**config.mk**
```make
export PLATFORM = sky130hd
export DESIGN_NAME = systolic_mm_nxn_flat
export DESIGN_NICKNAME = d
export VERILOG_FILES = /design/src/rtl/smm_pkg.sv /design/src/rtl/systolic_mm_nxn_if.sv /design/src/rtl/systolic_pe.sv /design/src/rtl/systolic_mm_nxn.sv /design/src/flat_wrapper.sv
export SDC_FILE = /design/constraint.sdc
export NUM_CORES = 2
export LEC_CHECK = 0
export CAP_MARGIN = 40
export CELL_PAD_IN_SITES_DETAIL_PLACEMENT = 0
export CELL_PAD_IN_SITES_GLOBAL_PLACEMENT = 1
export CORE_ASPECT_RATIO = 1.1
export CORE_UTILIZATION = 35
export DETAILED_ROUTE_END_ITERATION = 10
export GPL_TIMING_DRIVEN = 0
export PLACE_DENSITY = 0.7
export RECOVER_POWER = 25
export SYNTH_ARGS = -nofsm -noshare
export SYNTH_HDL_FRONTEND = slang
export SYNTH_HIERARCHICAL = 1
export SYNTH_SLANG_ARGS = --single-unit
```
**constraint.sdc**
```tcl
create_clock -name clk -period 10 [get_ports clk]
set_input_delay 2 -clock clk [delete_from_list [all_inputs] [get_ports clk]]
set_output_delay 2 -clock clk [all_outputs]
set_load 0.01 [all_outputs]
```
**src/rtl/smm_pkg.sv**
```systemverilog
// Shared types and sizing helpers for the NxN output-stationary systolic multiplier.
package smm_pkg;

  typedef enum logic [0:0] {StIdle, StRun} state_e;

  // Growth-safe width: a sum of N full-width products never overflows.
  function automatic int unsigned default_accw(input int unsigned bw, input int unsigned n);
    return 2 * bw + $clog2(n);
  endfunction

  // Counter value on which the result is committed; the last product lands one edge earlier.
  function automatic int unsigned final_count(input int unsigned n);
    return 3 * n - 1;
  endfunction

endpackage

```
**src/rtl/systolic_mm_nxn_if.sv**
```systemverilog
// Job handshake and matrix buses between operand loader, multiplier tile and result consumer.
interface systolic_mm_nxn_if
  import smm_pkg::*;
#(
  parameter int unsigned N    = 3,
  parameter int unsigned BW   = 8,
  parameter int unsigned ACCW = default_accw(BW, N)
);

  logic                               start;
  logic [N-1:0][N-1:0][BW-1:0]        a;
  logic [N-1:0][N-1:0][BW-1:0]        b;
  logic                               busy;
  logic                               done;
  logic [N-1:0][N-1:0][ACCW-1:0]      y;

  modport master (output start, a, b, input busy, done, y);
  modport slave  (input start, a, b, output busy, done, y);

endinterface

```
**src/rtl/systolic_pe.sv**
```systemverilog
// One multiply-accumulate cell: registered x (rightward) / y (downward) pass and a local accumulator.
module systolic_pe #(
  parameter int unsigned BW     = 8,
  parameter int unsigned ACCW   = 2 * BW,
  parameter int unsigned SIGNED = 0
) (
  input  logic            clk,
  input  logic            rst,
  input  logic            clr,
  input  logic            en,
  input  logic [BW-1:0]   x_in,
  input  logic [BW-1:0]   y_in,
  output logic [BW-1:0]   x_out,
  output logic [BW-1:0]   y_out,
  output logic [ACCW-1:0] acc
);

  logic [BW-1:0]   xp_q, yp_q;
  logic [ACCW-1:0] acc_q;
  logic [ACCW-1:0] prod_ext;

  if (SIGNED != 0) begin : g_signed
    logic signed [2*BW-1:0] prod;
    assign prod     = $signed({{BW{x_in[BW-1]}}, x_in}) * $signed({{BW{y_in[BW-1]}}, y_in});
    assign prod_ext = ACCW'(prod);
  end else begin : g_unsigned
    logic [2*BW-1:0] prod;
    assign prod     = {{BW{1'b0}}, x_in} * {{BW{1'b0}}, y_in};
    assign prod_ext = ACCW'(prod);
  end

  always_ff @(posedge clk or posedge rst) begin
    if (rst) begin
      xp_q  <= '0;
      yp_q  <= '0;
      acc_q <= '0;
    end else if (clr) begin
      xp_q  <= '0;
      yp_q  <= '0;
      acc_q <= '0;
    end else if (en) begin
      xp_q  <= x_in;
      yp_q  <= y_in;
      acc_q <= acc_q + prod_ext;
    end
  end

  assign x_out = xp_q;
  assign y_out = yp_q;
  assign acc   = acc_q;

endmodule

```
**src/rtl/systolic_mm_nxn.sv**
```systemverilog
// NxN output-stationary systolic multiplier Y = A x B: one job per start, result held until next done.
module systolic_mm_nxn
  import smm_pkg::*;
#(
  parameter int unsigned N      = 3,
  parameter int unsigned BW     = 8,
  parameter int unsigned SIGNED = 0,
  parameter int unsigned ACCW   = default_accw(BW, N)
) (
  input logic              clk,
  input logic              rst,
  systolic_mm_nxn_if.slave bus
);

  localparam int unsigned CW = $clog2(3 * N);
  localparam int unsigned IW = $clog2(N);
  localparam logic [CW-1:0] LastCnt = CW'(final_count(N));

  state_e                         state_q;
  logic [CW-1:0]                  cnt_q;
  logic [N-1:0][N-1:0][BW-1:0]    a_q, b_q;
  logic [N-1:0][N-1:0][ACCW-1:0]  y_q;
  logic                           busy_q, done_q;

  logic                           accept, run, last, en;
  logic [N-1:0][BW-1:0]           feed_x, feed_y;
  logic [BW-1:0]                  xi [N][N];
  logic [BW-1:0]                  yi [N][N];
  logic [BW-1:0]                  xo [N][N];
  logic [BW-1:0]                  yo [N][N];
  logic [ACCW-1:0]                acc [N][N];

  assign accept = (state_q == StIdle) && bus.start;
  assign run    = (state_q == StRun);
  assign last   = (cnt_q == LastCnt);
  assign en     = run && !last;

  always_ff @(posedge clk or posedge rst) begin
    if (rst) begin
      state_q <= StIdle;
      cnt_q   <= '0;
      a_q     <= '0;
      b_q     <= '0;
      y_q     <= '0;
      busy_q  <= 1'b0;
      done_q  <= 1'b0;
    end else begin
      busy_q <= run && !last;
      done_q <= run && last;
      unique case (state_q)
        StIdle: begin
          if (bus.start) begin
            a_q     <= bus.a;
            b_q     <= bus.b;
            cnt_q   <= '0;
            state_q <= StRun;
          end
        end
        StRun: begin
          if (last) begin
            for (int i = 0; i < N; i++) begin
              for (int j = 0; j < N; j++) begin
                y_q[i][j] <= acc[i][j];
              end
            end
            state_q <= StIdle;
          end else begin
            cnt_q <= cnt_q + CW'(1);
          end
        end
      endcase
    end
  end

  // Skewed edge feed: wavefront t = cnt-1, so the count-0 cycle is a bubble after the clear.
  always_comb begin
    int ka;
    int kb;
    feed_x = '0;
    feed_y = '0;
    ka     = 0;
    kb     = 0;
    for (int i = 0; i < N; i++) begin
      ka = int'(cnt_q) - 1 - i;
      if (ka >= 0 && ka < int'(N)) feed_x[i] = a_q[i][ka[IW-1:0]];
    end
    for (int j = 0; j < N; j++) begin
      kb = int'(cnt_q) - 1 - j;
      if (kb >= 0 && kb < int'(N)) feed_y[j] = b_q[kb[IW-1:0]][j];
    end
  end

  for (genvar gi = 0; gi < N; gi++) begin : g_row
    for (genvar gj = 0; gj < N; gj++) begin : g_col
      if (gj == 0) begin : g_xedge
        assign xi[gi][gj] = feed_x[gi];
      end else begin : g_xlink
        assign xi[gi][gj] = xo[gi][gj-1];
      end
      if (gi == 0) begin : g_yedge
        assign yi[gi][gj] = feed_y[gj];
      end else begin : g_ylink
        assign yi[gi][gj] = yo[gi-1][gj];
      end

      systolic_pe #(
        .BW     (BW),
        .ACCW   (ACCW),
        .SIGNED (SIGNED)
      ) u_pe (
        .clk   (clk),
        .rst   (rst),
        .clr   (accept),
        .en    (en),
        .x_in  (xi[gi][gj]),
        .y_in  (yi[gi][gj]),
        .x_out (xo[gi][gj]),
        .y_out (yo[gi][gj]),
        .acc   (acc[gi][gj])
      );
    end
  end

  assign bus.busy = busy_q;
  assign bus.done = done_q;
  assign bus.y    = y_q;

endmodule
```
**src/flat_wrapper.sv**
```systemverilog
// flat-port wrapper written by rule: the top's interface ports become plain ports
module systolic_mm_nxn_flat import smm_pkg::*;
#(
  parameter int unsigned N      = 3,
  parameter int unsigned BW     = 8,
  parameter int unsigned SIGNED = 0,
  parameter int unsigned ACCW   = default_accw(BW, N)
)
  (clk, rst, bus_start, bus_a, bus_b, bus_busy, bus_done, bus_y);
  systolic_mm_nxn_if #(.N(N), .BW(BW), .ACCW(ACCW)) bus_i ();
  input logic clk;
  input logic rst;
  input wire logic [$bits(bus_i.start)-1:0] bus_start;
  input wire logic [$bits(bus_i.a)-1:0] bus_a;
  input wire logic [$bits(bus_i.b)-1:0] bus_b;
  output wire logic [$bits(bus_i.busy)-1:0] bus_busy;
  output wire logic [$bits(bus_i.done)-1:0] bus_done;
  output wire logic [$bits(bus_i.y)-1:0] bus_y;
  assign bus_i.start = bus_start;
  assign bus_i.a = bus_a;
  assign bus_i.b = bus_b;
  assign bus_busy = bus_i.busy;
  assign bus_done = bus_i.done;
  assign bus_y = bus_i.y;
  systolic_mm_nxn #(.N(N), .BW(BW), .SIGNED(SIGNED), .ACCW(ACCW)) u_core (.clk(clk), .rst(rst), .bus(bus_i));
endmodule
```
==> summary.md <==
| Metric | Value |
|---|---|
| Hold Path Sink | u_core/b_q[33]$_DFFE_PP0P_ |
| Crit Path Max Fanout | 12 |
| Critical Path Slowest Stage Cell | clkbuf_1 |
| DP Wirelength | 111000 um |
| DR DRC count | 0 |
| Grt ovf | 0 |
| # IOs | a little over 300 |
| Footprint of the multi-input gates | 30100 sq um |
| Setup CP Type | register to register |
| Chip width | ~360 um |
| Cells after synthesis | around 5300 |
| Critical Path RT | 10530 ps |
| Setup violators final | 0 |
| Violated checks | capacitance limit, slew limit |
| Max Fclk | ~110 MHz |
| # Max-Cap Violations | 3 |
| N_diodes | 0 |
| Placer Congestion | between 0.8 and 0.9 |
| Setup ws final | about 780 ps |
| Wire per inst | 18.2 um |
| Rel. slew slack | -0.259 |
| Clk_skew | approximately 23 ps |
| Mapped Area | ~50000 sq um |
| Area Overhead vs Synth | 16.9% |
| Worst vdd ir | ~0.12 mV |
| Total setup buffers inserted after CTS | 0 |
| Vias per inst | 4.87 |
| Skew-Pair Late Insertion Delay | between 600 and 700 ps |
| Row count | about 140 |
| Via count | roughly 37000 |
| Hold_buf cts | 0 |
| Dpl ws | ~1000 ps |
| Largest net degree at the start of global routing | 36 |
| CTS tree | done |
| Initial antenna violation count | 3 |
| Status | finished, violations left |
| Endpoints failing hold | 0 |
| Worst r2r dst | u_core/g_row[2].g_col[0].u_pe/acc[17]$_DFFE_PP0P_ |
| Core area | around 140000 sq um |
| P_leak | a little under 0.03 uW |
| Die area | roughly 140000 sq um |
| Fin crit share | 0.922 |
| DRT iter0 DRCs | 1798 |
| DR pass1 iterations | 5 |
| Port bufs | 310 |
| Worst min path class | register to register |
| Detailed Route WL | between 100000 and 150000 um |
| Unrepaired setup endpoints after global routing | false |
| CTS sink cnt | roughly 570 |
| GRT Util Overall | 0.199 |
| Die H | 394 um |
| Worst hold stages | 2 |
| Post-synth net total | 6222 |
| H-tree Lvls | 3 |
| Fraction of layout cells with a size suffix above 1 | 0.0843 |
| Setup crit start kind | register |
| Tmin final | 9220 ps |
| Origin of the worst setup path | u_core/cnt_q[0]$_DFFE_PP0P_ |
| Reg2Reg Depth | 28 |
| Clock-pin slew of the registers on the worst-case setup and hold paths | ~60 ps |
| Crit path largest cell delay | roughly 620 ps |
| Synthesized area per cell | between 9 and 10 sq um |
| CP Data Arrival Time | a little under 10000 ps |
| Number of global-route vias before repair | approximately 39000 |
| Root Buffer | clkbuf_16 |
| Register area | 14300 sq um |
| Slew Limit Fails | 84 |
| CTS buffer count | just over 70 |
| Slew @ Worst Pin | around 1900 ps |
| CTS max path bufs | 3 |
| Hold_sp | u_core/b_q[33]$_DFFE_PP0P_ |
| Crit end category | register |
| R2r setup slk | a little under 800 ps |
| Initial cell density of the core | 0.353 |
| Layout Nets | roughly 6700 |
| Fillers | 13800 |
| Post-DRT Antenna Nets | 0 |
| Resize count post-CTS | 0 |
| YS warnings | 6 |
| Fin Setup TNS | 0 ps |
| Global-route wire length before repair | 220000 um |
| Power per Cell Area | approximately 220 nW/um^2 |
| RR Startpoint | u_core/cnt_q[0]$_DFFE_PP0P_ |
metal layers:
metal / wire length (um) / track usage / vias to the layer above
met1: 60200 / 0.259 / 18500
met5: 0 / 0 / -
met4: 3890 / 0.0622 / 0
met3: 5650 / 0.0266 / 129
li1: - / - / 17500
met2: 67500 / 0.341 / 652
critical path, delay by kind of cell, from the launching register on:
kind            cells  cell delay [ps]
flops               1              490
buf+inv             9             2770
xor+xnor            3              610
fa+ha+maj           7             2980
compound gates      6             1390
simple gates        3              840
worst max-delay path by stage:
| stage | endpoint | slack, ps | cells after the start |
|---|---|---|---|
| final | u_core/g_row[2].g_col[0].u_pe/acc[17]$_DFFE_PP0P_ | 780 | 28 |
| after global routing | u_core/g_row[2].g_col[0].u_pe/acc[17]$_DFFE_PP0P_ | 420 | 28 |
| after CTS | u_core/g_row[2].g_col[0].u_pe/acc[17]$_DFFE_PP0P_ | 1010 | 28 |
| after detailed placement | u_core/g_row[2].g_col[0].u_pe/acc[17]$_DFFE_PP0P_ | 1040 | 28 |
| after global placement | u_core/bus.y[33]$_DFFE_PP0P_ | -100 | 2 |
| after floorplan | u_core/g_row[1].g_col[0].u_pe/acc[15]$_DFFE_PP0P_ | 2720 | 27 |
placed cells by master, fill, tap and decap left out, types with 181 or more instances in the layout:
cell,instances
ha_1,370
nor2_1,279
clkdlybuf4s50_1,308
and2_1,317
a21oi_1,182
clkbuf_1,181
fa_1,450
dfrtp_1,571
mux2i_1,188
nand2_1,804
inv_1,899
area by class of cell:
cell class                 count  area share
clock inverter                36     0.00688
tap                         1812      0.0397
sequential                   571       0.250
clock buffer                  95      0.0364
multi-input combinational   3541       0.528
inverter                     901      0.0592
timing repair buffer         355      0.0612
buffer                       242      0.0187
metrics by stage:
stage	util	hold WS (ps)	area, sq um	total power [uW]	instances
finish	0.413	467	57100	12600	7553
global placement	0.392	451	54200	9820	7377
detailed placement	0.397	458	54900	10000	7422
floorplan	-	438	48900	7530	5255
global route	0.413	489	57100	13700	7553
CTS	0.415	472	57300	12900	7553
flip-flops by register name (all words and copies together) (netlist names):
name	flops
u_core/g_row.g_col.u_pe/acc	162
u_core/b_q	72
u_core/bus.busy	1
u_core/bus.done	1
u_core/cnt_q	4
u_core/g_row.g_col.u_pe/y_out	48
u_core/run	1
u_core/g_row.g_col.u_pe/x_out	48
u_core/a_q	72
u_core/bus.y	162
report_power, final:
part | internal (uW) | switching [uW]
clock network | 1630 | 1110
logic | 2310 | 3580
registers | 3120 | 903
total | 7060 | 5590
No activity file was read; power rests on OpenSTA's default activity.
